$ cat config.mk
export PLATFORM = sky130hd
export DESIGN_NAME = tft_spi_reader
export DESIGN_NICKNAME = d
export VERILOG_FILES = /design/src/rtl/tft_spi_reader.sv
export SDC_FILE = /design/constraint.sdc
export NUM_CORES = 1
export LEC_CHECK = 0
export ABC_AREA = 1
export ABC_CLOCK_PERIOD_IN_PS = 2300
export CAP_MARGIN = 20
export CORE_MARGIN = 2
export CORE_UTILIZATION = 62
export CTS_CLUSTER_DIAMETER = 40
export DETAILED_ROUTE_END_ITERATION = 12
export DONT_BUFFER_PORTS = 1
export GPL_ROUTABILITY_DRIVEN = 0
export PLACE_DENSITY = 0.77
export SETUP_SLACK_MARGIN = 0.2
export SLEW_MARGIN = 20
export SYNTH_ARGS = -nofsm -noshare
export SYNTH_HDL_FRONTEND = slang
export SYNTH_SLANG_ARGS = --single-unit
$ cat constraint.sdc
create_clock -name clk -period 2.3 [get_ports clk]
set_clock_uncertainty 0.1 [all_clocks]
set_input_delay 0.345 -clock clk [delete_from_list [all_inputs] [get_ports clk]]
set_output_delay 0.345 -clock clk [all_outputs]
set_load 0.02 [all_outputs]
$ cat src/rtl/tft_spi_reader.sv
// tft_spi_reader
//
// Read-back engine for the TFT panel's 4-wire SPI port (mode 0). A transaction
// sends one command byte with D/C low, then clocks a programmable number of
// dummy bits, then shifts 1-4 response bytes in from the panel's MISO line.
// The game top muxes the shared tft_* pins onto this block while busy is high.
//
// Ports:
//   clk         system clock (single clock domain)
//   rst         synchronous active-high reset
//   start       request a transaction; only sampled while idle
//   cmd         command byte, sent MSB first
//   dummy_bits  number of dummy SCK cycles (0-15)
//   rd_bytes    number of response bytes minus one (1-4 bytes)
//   busy        high from the cycle after start is accepted through done
//   done        one-cycle pulse at the end of a transaction
//   rd_data     response, right-aligned, first received bit most significant
//   tft_sck     SPI clock, idles low
//   tft_sdi     MOSI
//   tft_dc      0 during the command byte, 1 otherwise
//   tft_cs      chip select, active low
//   tft_sdo     MISO from the panel
//
// Timing: each bit cell is 2*CLK_DIV clk cycles, low half first. A SETUP
// period of CLK_DIV cycles precedes the first bit and a HOLD period of CLK_DIV
// cycles follows the last, so a transaction takes 2*CLK_DIV*(9 + D + 8N)
// cycles from the accepting edge to the edge that raises done.

module tft_spi_reader #(
    parameter int CLK_DIV = 2
) (
    input  logic        clk,
    input  logic        rst,
    input  logic        start,
    input  logic [7:0]  cmd,
    input  logic [3:0]  dummy_bits,
    input  logic [1:0]  rd_bytes,
    output logic        busy,
    output logic        done,
    output logic [31:0] rd_data,
    output logic        tft_sck,
    output logic        tft_sdi,
    output logic        tft_dc,
    output logic        tft_cs,
    input  logic        tft_sdo
);

    localparam int HW = (CLK_DIV > 1) ? $clog2(CLK_DIV) : 1;
    localparam logic [HW-1:0] H_LAST = HW'(CLK_DIV - 1);

    typedef enum logic [2:0] {
        S_IDLE,
        S_SETUP,
        S_CMD,
        S_DUMMY,
        S_READ,
        S_HOLD,
        S_DONE
    } state_t;

    state_t          state;
    logic [HW-1:0]   hcnt;
    logic [5:0]      bit_cnt;
    logic [6:0]      cmd_sh;
    logic [3:0]      dummy_q;
    logic [1:0]      rd_q;
    logic            half_end;
    logic            last_bit;

    assign half_end = (hcnt == H_LAST);

    // bit_cnt counts bits within the current phase; this flags the final bit
    // of CMD, DUMMY or READ so the falling edge can move to the next phase.
    always_comb begin
        last_bit = 1'b0;
        case (state)
            S_CMD:   last_bit = (bit_cnt == 6'd7);
            S_DUMMY: last_bit = (bit_cnt == ({2'b00, dummy_q} - 6'd1));
            S_READ:  last_bit = (bit_cnt == {1'b0, rd_q, 3'b111});
            default: last_bit = 1'b0;
        endcase
    end

    // Single-process FSM. All pin outputs are registered here. sdi/dc only
    // change on the edge that drops sck (start of a low half), and MISO is
    // captured on the edge that raises sck, giving the panel a full half
    // period after its falling-edge launch.
    always_ff @(posedge clk) begin
        if (rst) begin
            state   <= S_IDLE;
            hcnt    <= '0;
            bit_cnt <= '0;
            cmd_sh  <= '0;
            dummy_q <= '0;
            rd_q    <= '0;
            busy    <= 1'b0;
            done    <= 1'b0;
            rd_data <= '0;
            tft_sck <= 1'b0;
            tft_sdi <= 1'b0;
            tft_dc  <= 1'b1;
            tft_cs  <= 1'b1;
        end else begin
            if (state != S_IDLE && state != S_DONE) begin
                hcnt <= half_end ? '0 : hcnt + 1'b1;
            end

            case (state)
                S_IDLE: begin
                    done <= 1'b0;
                    if (start) begin
                        state   <= S_SETUP;
                        hcnt    <= '0;
                        bit_cnt <= '0;
                        cmd_sh  <= cmd[6:0];
                        dummy_q <= dummy_bits;
                        rd_q    <= rd_bytes;
                        busy    <= 1'b1;
                        rd_data <= '0;
                        tft_cs  <= 1'b0;
                        tft_dc  <= 1'b0;
                        tft_sck <= 1'b0;
                        tft_sdi <= cmd[7];
                    end
                end

                S_SETUP: begin
                    if (half_end) begin
                        state <= S_CMD;
                    end
                end

                S_CMD, S_DUMMY, S_READ: begin
                    if (half_end) begin
                        if (!tft_sck) begin
                            tft_sck <= 1'b1;
                            if (state == S_READ) begin
                                rd_data <= {rd_data[30:0], tft_sdo};
                            end
                        end else begin
                            tft_sck <= 1'b0;
                            if (last_bit) begin
                                bit_cnt <= '0;
                                tft_dc  <= 1'b1;
                                tft_sdi <= 1'b0;
                                if (state == S_CMD) begin
                                    state <= (dummy_q == 4'd0) ? S_READ : S_DUMMY;
                                end else if (state == S_DUMMY) begin
                                    state <= S_READ;
                                end else begin
                                    state <= S_HOLD;
                                end
                            end else begin
                                bit_cnt <= bit_cnt + 6'd1;
                                if (state == S_CMD) begin
                                    tft_sdi <= cmd_sh[6];
                                    cmd_sh  <= {cmd_sh[5:0], 1'b0};
                                end
                            end
                        end
                    end
                end

                S_HOLD: begin
                    if (half_end) begin
                        state  <= S_DONE;
                        tft_cs <= 1'b1;
                        done   <= 1'b1;
                    end
                end

                S_DONE: begin
                    state <= S_IDLE;
                    done  <= 1'b0;
                    busy  <= 1'b0;
                end

                default: begin
                    state <= S_IDLE;
                end
            endcase
        end
    end

endmodule

==> impl_metrics.json <==
{
  "grt_pass1_wl_um": 9600,
  "syn2layout_area_growth_pct": 8.42,
  "drive_above_1_share_pct": 12.1,
  "rows": 24,
  "critical_path_cell_sequence": "nand2_1 -> nor2_4 -> nand2_1 -> xor2_1 -> nor2_2 -> nand3_2 -> nand2_2 -> nand2_1 -> nand2_2 -> nor2_1",
  "clock_tree.htree_level_count": 3,
  "place_inst": 433,
  "yosys.area_share.adder_pct": 1.34,
  "buffers_added_on_ports": 0,
  "ys_seq_area_share_pct": 43.7,
  "outcome": "completed",
  "grt_max_degree": 37,
  "worstHoldPathType": "in -> reg",
  "gr-usage-met3_pct": 8.55,
  "gr-max-usage-layer": "met2",
  "clock_tree.buffer_depth": 2,
  "worst_r2r_startpoint": "state[1]$_SDFFE_PP0P_",
  "root_buffer": "sky130_fd_sc_hd__clkbuf_8",
  "count_of_cell_instances_traversed_by_the_critical_path": 10,
  "timing.reg2reg.setup_slack_ns": 0.35,
  "yosys.area_share.xor_xnor_pct": 1.88,
  "maxCapViolCount": 0,
  "layout.cells.non_filler": 450,
  "post_layout_net_count": 414,
  "most-common-layout-cells": "sky130_fd_sc_hd__nand2_1 (142), sky130_fd_sc_hd__dfxtp_1 (58), sky130_fd_sc_hd__a21oi_1 (39)",
  "vdd_drop_max_mv": 0.691,
  "globalRouteMet2Util_pct": 39.2,
  "critical_path.max_fanout": 7,
  "worstMarginPinSlew_ns": 0.480,
  "wl_um": 5640,
  "startpoint_class": "register",
  "cts_made_buffers": 9,
  "antenna-diode-count": 0,
  "crit_required_ns": 2.43,
  "timing.hold.ws_ns": 0.0395,
  "detailed_router_s_first_iteration_violation_count": 147,
  "setup_ws_ns": 0.348,
  "initial_utilization_pct": 64.2,
  "worst_setup_timing_slack_at_the_placement_stage_ns": 0.235,
  "yosys_warnings": 0,
  "tritoncts": "built",
  "drt_pass1_iterations": 4,
  "setup_total_negative_slack_ns": 0,
  "post_synth_instance_area_sq_mm": 0.00280,
  "hold_path_cells": 2,
  "max_slew_margin_pct": 67.8,
  "synthesis.instances": 392,
  "crit_top_cell": "sky130_fd_sc_hd__nand2_1",
  "avgRoutedWirePerCell_um": 12.5,
  "synth.lib_cells_used.distinct": 31,
  "synth.avg_cell_area_sq_um": 7.13,
  "fmaxAchievable_ghz": 0.512,
  "period_minus_slack_ns": 1.95,
  "cellLeakagePower_nw": 1.23,
  "yosys_register_bits": 61,
  "post_synth_mux_area_share_pct": 0.358,
  "detail_route.vias_per_cell": 5.33,
  "die_height_um": 71.1,
  "fin_crit_sh_pct": 84.9,
  "final_hold_viol_count": 0,
  "final-max-slew-violation-count": 0,
  "setup.worst_path.end_class": "register",
  "design.die.area_sq_mm": 0.00506,
  "io_pins": 56,
  "crit-reg2reg-capture": "bit_cnt[1]$_SDFFE_PP0P_",
  "critPathMaxStageDelay_ns": 0.42,
  "p_total_mw": 3.58,
  "grt_pass1_vias": 2236,
  "hold_path_startpoint": "rd_bytes[1]",
  "most_frequent_standard_cell_in_the_layout_excluding_fill_and_tap_cells": "sky130_fd_sc_hd__nand2_1",
  "crit_arrival_ns": 2.09,
  "critical-path-top-delay-family": "simple AND/OR/NAND/NOR gates",
  "clock-sinks": 61,
  "largest_family_of_logic_cells_by_synthesized_area": "simple AND/OR/NAND/NOR gates",
  "coreArea_sq_mm": 0.00435,
  "rsz0062_at_grt": "no",
  "clock_insertion_delay_worst_skew_ns": 0.34,
  "final-setup-viol-count": 0,
  "global_route.usage.met1_pct": 27.5,
  "drcViolationCount": 0,
  "synthesized_nets": 413,
  "crit_path_top_delay_cell": "sky130_fd_sc_hd__dfxtp_2",
  "grtUsageTotal_pct": 23.7,
  "synthSimpleGateAreaFrac_pct": 36.1,
  "die_w_um": 71.1,
  "hpwl_after_detailed_placement_um": 3800,
  "grt_antenna_before_repair": 0,
  "synth-compound-area-share_pct": 9.89,
  "timing_worst_setup_path_type": "reg -> reg",
  "worstRegToRegCells": 10,
  "via_count": 2397,
  "critical_path_buf_inv_count": 0,
  "clk_pin_slew_ns": 0.07,
  "globalRoute.totalOverflow": 0,
  "drt.antenna.violating_nets": 0,
  "power-per-cell-area_mw_per_mm2": 1180,
  "worstHoldEndpoint": "rd_q[1]$_SDFFE_PP0P_"
}
## flip-flops by register name, indices dropped and copies added, names as in the netlist
signal,cells
bit_cnt,6
done,1
tft_dc,1
dummy_q,4
rd_q,2
tft_sck,1
half_end,1
cmd_sh,7
rd_data,32
tft_sdi,1
busy,1
state,3
tft_cs,1
## synth_stat cells
cell	n	share of area, %
sky130_fd_sc_hd__nand3_2	2	0.72
sky130_fd_sc_hd__clkbuf_1	6	0.81
sky130_fd_sc_hd__nand3_1	17	3.0
sky130_fd_sc_hd__inv_1	23	3.1
sky130_fd_sc_hd__nor2_2	3	0.67
sky130_fd_sc_hd__nor2_8	1	0.72
sky130_fd_sc_hd__buf_2	4	0.72
sky130_fd_sc_hd__o21ai_2	1	0.31
sky130_fd_sc_hd__nand2_4	2	0.81
sky130_fd_sc_hd__inv_2	4	0.54
sky130_fd_sc_hd__mux2i_1	1	0.36
sky130_fd_sc_hd__buf_6	3	1.2
sky130_fd_sc_hd__clkinv_1	1	0.13
sky130_fd_sc_hd__dfxtp_1	61	44
sky130_fd_sc_hd__nand3_4	1	0.63
sky130_fd_sc_hd__o21a_1	1	0.27
sky130_fd_sc_hd__nand3b_1	6	1.6
sky130_fd_sc_hd__inv_4	1	0.22
sky130_fd_sc_hd__nand4_2	1	0.45
sky130_fd_sc_hd__nor2_4	3	1.2
sky130_fd_sc_hd__or2_1	1	0.22
sky130_fd_sc_hd__a21oi_1	39	7.0
sky130_fd_sc_hd__nand2_1	142	19
sky130_fd_sc_hd__xor2_1	6	1.9
sky130_fd_sc_hd__a211oi_1	2	0.54
sky130_fd_sc_hd__ha_1	3	1.3
sky130_fd_sc_hd__nor3_1	3	0.54
sky130_fd_sc_hd__nand2_2	5	1.1
sky130_fd_sc_hd__o21ai_0	10	1.8
sky130_fd_sc_hd__or2_2	1	0.22
sky130_fd_sc_hd__nor2_1	38	5.1
## per-stage QoR
stage | instance area [sq um] | util, %
finish | 3030 | 69.6
global route | 3030 | 69.6
CTS | 3010 | 69.1
detailed placement | 2810 | 64.6
global placement | 2810 | 64.6
floorplan | 2800 | -
## metal layers
metal	up-vias	routed length, um	part of all wire (%)
li1	1243	-	-
met1	1085	2490	44
met2	55	2740	49
met3	14	276	4.9
met4	0	140	2.5
met5	-	0	0
## worst max-delay path by stage
stage | start | endpoint | slack [ns]
floorplan | dummy_q[0]$_SDFFE_PP0P_ | cmd_sh[1]$_SDFFE_PP0P_ | 0.55
global placement | state[0]$_SDFFE_PP0P_ | rd_data[27]$_SDFFE_PP0P_ | 0.28
detailed placement | state[0]$_SDFFE_PP0P_ | rd_data[29]$_SDFFE_PP0P_ | 0.23
CTS | state[1]$_SDFFE_PP0P_ | cmd_sh[4]$_SDFFE_PP0P_ | 0.28
global route | state[1]$_SDFFE_PP0P_ | cmd_sh[4]$_SDFFE_PP0P_ | 0.20
finish | state[1]$_SDFFE_PP0P_ | bit_cnt[1]$_SDFFE_PP0P_ | 0.35
## power by group
| part | internal (mW) | total [mW] | switching [mW] | leakage (nW) |
|---|---|---|---|---|
| combinational | 0.440 | 1.39 | 0.951 | 0.641 |
| sequential | 1.19 | 1.35 | 0.155 | 0.497 |
| clock | 0.393 | 0.844 | 0.451 | 0.0933 |
## area by class of cell
type	count	area (sq um)
Multi-Input combinational cell	289	1410
Fill cell	383	1320
Sequential cell	61	1220
Clock buffer	9	124
Inverter	29	114
Tap cell	52	65.1
Clock inverter	7	50.0
Timing Repair Buffer	3	47.5
## cells by family after synthesis
logic type,after synthesis
flops,61
compound gates,53
mux,1
fa+ha+maj,3
xor+xnor,6
buf+inv,42
simple gates,226
## repair_timing
item                                    4_1_cts  5_1_grt
hold buffers                                  1        0
buffers inserted                              0        0
endpoints found under the setup margin        1       46
gates resized for setup                       1        7
hold endpoints to repair                     36        0
Note: power is estimated with default switching activity, not from simulation.
